==> config.mk <==
export PLATFORM = sky130hd
export DESIGN_NAME = aurora_tx_arbiter
export DESIGN_NICKNAME = d
export VERILOG_FILES = /design/src/rtl/aurora_tx_arbiter.sv
export SDC_FILE = /design/constraint.sdc
export NUM_CORES = 1
export LEC_CHECK = 0
export ABC_AREA = 1
export BUFFER_PORTS_ARGS = -buffer_cell sky130_fd_sc_hd__buf_2
export CORE_AREA = 5 5 155 113
export CTS_CLUSTER_SIZE = 20
export DETAILED_ROUTE_END_ITERATION = 6
export DIE_AREA = 0 0 160 118
export GPL_TIMING_DRIVEN = 0
export HOLD_SLACK_MARGIN = 0.06
export REMOVE_ABC_BUFFERS = 1
export SYNTH_ARGS = -nofsm -noshare
export SYNTH_HDL_FRONTEND = slang
export SYNTH_SLANG_ARGS = --single-unit
==> constraint.sdc <==
create_clock -name auUserClk -period 4.8 [get_ports auUserClk]
set_input_delay 0.96 -clock auUserClk [delete_from_list [all_inputs] [get_ports auUserClk]]
set_output_delay 0.96 -clock auUserClk [all_outputs]
set_load 0.03 [all_outputs]
==> src/rtl/aurora_tx_arbiter.sv <==
// Packet-granular round-robin arbiter feeding the Aurora AXI-Stream TX port.
// Each granted packet gets a header word {tag, source, sequence}; overlong packets are cut.
module aurora_tx_arbiter #(
    parameter int         NUM_PORTS = 4,
    parameter int         MAX_WORDS = 1024,
    parameter logic [7:0] HDR_TAG   = 8'hC3
) (
    input  logic                    auUserClk,
    input  logic                    resetN,
    input  logic [32*NUM_PORTS-1:0] sTdata,
    input  logic [NUM_PORTS-1:0]    sTlast,
    input  logic [NUM_PORTS-1:0]    sTvalid,
    output logic [NUM_PORTS-1:0]    sTready,
    output logic [31:0]             mTdata,
    output logic                    mTlast,
    output logic                    mTvalid,
    input  logic                    mTready,
    output logic [2:0]              grantIdx,
    output logic                    busy,
    output logic [15:0]             truncCount
);

    typedef enum logic [1:0] {IDLE, HEADER, PAYLOAD, FLUSH} state_t;

    state_t      state, state_nxt;
    logic [2:0]  last_grant, grant_nxt;
    logic        req_found;
    logic [15:0] pkt_seq, word_cnt;
    logic        o_free, xfer, at_limit;
    logic [255:0] data_pad;
    logic [7:0]   last_pad, valid_pad;
    logic [31:0]  grant_data;
    logic         grant_last, grant_valid;

    // Pad to the 8-port maximum so a 3-bit grant index always selects in range.
    assign data_pad    = 256'(sTdata);
    assign last_pad    = 8'(sTlast);
    assign valid_pad   = 8'(sTvalid);
    assign grant_data  = data_pad[{grantIdx, 5'b0} +: 32];
    assign grant_last  = last_pad[grantIdx];
    assign grant_valid = valid_pad[grantIdx];

    assign o_free   = !mTvalid || mTready;
    assign xfer     = (state == PAYLOAD) && grant_valid && o_free;
    assign at_limit = (word_cnt == 16'(MAX_WORDS - 1));

    always_comb begin
        int idx;
        idx       = 0;
        grant_nxt = last_grant;
        req_found = 1'b0;
        for (int k = 1; k <= NUM_PORTS; k++) begin
            idx = int'(last_grant) + k;
            if (idx >= NUM_PORTS) idx = idx - NUM_PORTS;
            if (!req_found && valid_pad[idx[2:0]]) begin
                req_found = 1'b1;
                grant_nxt = idx[2:0];
            end
        end
    end

    always_ff @(posedge auUserClk or negedge resetN) begin
        if (!resetN) state <= IDLE;
        else         state <= state_nxt;
    end

    always_comb begin
        state_nxt = state;
        case (state)
            IDLE:    if (req_found) state_nxt = HEADER;
            HEADER:  if (o_free) state_nxt = PAYLOAD;
            PAYLOAD: if (xfer) begin
                         if (grant_last)    state_nxt = IDLE;
                         else if (at_limit) state_nxt = FLUSH;
                     end
            FLUSH:   if (grant_valid && grant_last) state_nxt = IDLE;
            default: state_nxt = IDLE;
        endcase
    end

    // FLUSH keeps the source draining regardless of downstream backpressure.
    for (genvar i = 0; i < NUM_PORTS; i++) begin : g_ready
        assign sTready[i] = (int'(grantIdx) == i) &&
                            (((state == PAYLOAD) && o_free) || (state == FLUSH));
    end
    assign busy = (state != IDLE);

    always_ff @(posedge auUserClk or negedge resetN) begin
        if (!resetN) begin
            last_grant <= 3'(NUM_PORTS - 1);
            grantIdx   <= 3'd0;
        end else if (state == IDLE && req_found) begin
            last_grant <= grant_nxt;
            grantIdx   <= grant_nxt;
        end
    end

    always_ff @(posedge auUserClk or negedge resetN) begin
        if (!resetN) begin
            mTdata     <= 32'd0;
            mTlast     <= 1'b0;
            mTvalid    <= 1'b0;
            pkt_seq    <= 16'd0;
            word_cnt   <= 16'd0;
            truncCount <= 16'd0;
        end else if (state == HEADER && o_free) begin
            mTdata   <= {HDR_TAG, 8'(grantIdx), pkt_seq};
            mTlast   <= 1'b0;
            mTvalid  <= 1'b1;
            pkt_seq  <= pkt_seq + 16'd1;
            word_cnt <= 16'd0;
        end else if (xfer) begin
            mTdata   <= grant_data;
            mTlast   <= grant_last || at_limit;
            mTvalid  <= 1'b1;
            word_cnt <= word_cnt + 16'd1;
            if (!grant_last && at_limit && truncCount != 16'hFFFF)
                truncCount <= truncCount + 16'd1;
        end else if (mTready) begin
            mTvalid <= 1'b0;
        end
    end

endmodule
==> results.ini <==
[outcome]
status=complete, no violations

[grt]
grt_remaining_overflow=0
grt_pass1_vias=5192
grt_pass1_wl_mm=26.9
grt_antenna_before_repair=0
grt.total_usage=0.173
grt_max_degree=57

[logic_synthesis]
ys_async_sr_fraction=1.00
synth_top_cell_area_share=0.402
synth_seq_cells=89
ys.flop_type=dfrtp_1
synth_area_per_cell_um2=7.38
synth_edf_count=0
netlist_instances=733
syn_area_um2=5410
synth_most_common_cell=nand2_1
ys_types=41
synth.area.top_cells=dfrtp_1 (40%), nand2_1 (19%), a22oi_1 (5.4%)
yosys_warnings=0
synth_common_cells=nand2_1 (273), dfrtp_1 (87), inv_1 (59)
seq_area_frac_synth=0.412
synth_area_leader_cell=dfrtp_1

[clock_network]
cts.reportedPaths.clkPinSlew_ps=70
cts_hold_buf=0
htree_levels=3
cts_buffer_depth=2
cts_root_buffer=clkbuf_16
cts_buffers=9
cts_sinks=89
clkLatencyLatePin_ps=350
postCtsResizedCells=0
postCtsSetupRepairBufs=0
cts_tree=built

[place]
dp_hpwl_mm=12.2
post-place-cells=1105
portBuffers=196
gp_congestion=0.832

[routing]
drtPass1Iterations=5
via_count=5431
wl_per_cell_um=14.6
via_per_inst=4.84
drc=0
ant_nets=0
drt_iter0_markers=335
routed_wl_mm=16.4

[sta]
tightestPinTransition_ps=1150
setup_viol=0
relSlewSlack=0.234
skew_ps=11.4
fin_crit_ps=3120
finalHoldViolations=0
finalCritPeriodShare=0.650
finalMaxSlewViolations=0
finalSetupTns_ps=0
fmax_mhz=321
grt_setup_unrepaired=false

[critical_path]
r2r_end=mTdata[18]
cp-end-kind=primary output
cp_data_arrival_time_ps=2160
crit_type=reg2out
cp-start-kind=flop
rrSetupSlack_ps=1940
critPathRequiredTime_ps=3840
rr_worst_depth=10
r2r_start=grantIdx[0]
cp_max_fo=33

[pwr]
finalPower_mw=3.74
power_leakage_nw=3.64
ir_drop_uv=221
p_per_area_nw_per_um2=545

[job]
maxCapViolations=0

[worst_hold_path]
min_from=mTdata[17]
whs_path_depth=2
holdPathEnd=mTdata[17]
hold_path_class=reg2reg

[final_layout]
multi_input_area_um2=2790
seq_area_um2=2230
drive_above_1_share=0.253
fillers=1649
stdcell_count=1121
fin_nets=1055
area_growth_pct=26.5
n_antenna_cell=0

[floorplan]
initial_core_util=0.341
die_x_um=160
ioPinCount=197
coreArea_um2=15900
die_area_um2=18900
rows=39
dieHeight_um=118

through the flow:
| stage | area (µm²) | setup WS, ps | utilization | hold WS (ps) |
|---|---|---|---|---|
| global placement | 6480 | 699 | 0.409 | 460 |
| global route | 6850 | 1540 | 0.432 | 500 |
| CTS | 6850 | 1610 | 0.432 | 479 |
| detailed placement | 6540 | 1510 | 0.412 | 460 |
| finish | 6850 | 1680 | 0.432 | 476 |
| floorplan | 5250 | 1530 | - | 454 |
cell usage in the layout, fill, tap and decap left out, types with 2 or more instances in the layout:
cell type  instances
a221oi_1           9
nor2_4             2
dfstp_2            2
ha_1               5
a21oi_1            8
nand4_1           20
nor2_2             3
nor3_1            15
a22oi_1           39
o2bb2ai_1          3
xnor2_1            7
dfrtp_1           87
nand3_1           51
inv_1             59
clkbuf_16          9
buf_2            195
inv_6              4
nor4_1             3
nand2_2            2
o21a_1             3
nand2_1          273
o21ai_0           22
xor2_1            23
nand3b_1           2
o22a_1             4
nor2_1            46
kinds of logic after synthesis:
| kind of cell | count (synthesis) | share of synthesized area |
|---|---|---|
| flops | 89 | 0.412 |
| xor+xnor | 30 | 0.0486 |
| simple gates | 425 | 0.335 |
| buf+inv | 93 | 0.0749 |
| compound gates | 91 | 0.118 |
| fa+ha+maj | 5 | 0.0116 |
final cells by class:
type / count / share of cell area
sequential: 89 / 0.326
timing repair buffer: 198 / 0.150
clock buffer: 9 / 0.0329
inverter: 62 / 0.0351
multi-input combinational: 551 / 0.407
tap: 205 / 0.0375
clock inverter: 7 / 0.0122
critical path, stage by stage, from the launching register on:
cell     delay (ps)
dfrtp_1         620
inv_4           110
nor2_4          670
inv_1            90
nor2_1          110
buf_2           210
layer usage:
| layer | up-vias | track usage | routed length [µm] |
|---|---|---|---|
| met4 | 0 | 0.0435 | 170 |
| li1 | 2776 | - | - |
| met1 | 2457 | 0.239 | 7790 |
| met2 | 186 | 0.274 | 7270 |
| met5 | - | 0 | 0 |
| met3 | 12 | 0.0417 | 1130 |
how the worst max path moves through the flow:
stage / cells past startpoint / end / start
6_report: 5 / sTready[1] / grantIdx[0]
5_1_grt: 5 / sTready[1] / grantIdx[0]
4_1_cts: 5 / sTready[1] / grantIdx[0]
3_5_place_dp: 8 / mTdata[18] / mTready
3_3_place_gp: 5 / sTready[1] / grantIdx[0]
2_1_floorplan: 4 / sTready[1] / grantIdx[0]
where the power goes:
part / internal (mW) / total [mW] / switching [mW]
combinational: 0.577 / 1.88 / 1.30
clock: 0.415 / 0.749 / 0.334
sequential: 0.945 / 1.11 / 0.161
registers in the layout (all words and copies together), names as in the netlist:
| name | count |
|---|---|
| grantIdx | 3 |
| last_grant | 2 |
| mTdata | 32 |
| mTlast | 1 |
| mTvalid | 1 |
| pkt_seq | 16 |
| state | 2 |
| truncCount | 16 |
| word_cnt | 16 |
Note: power is estimated with default switching activity, not from simulation.
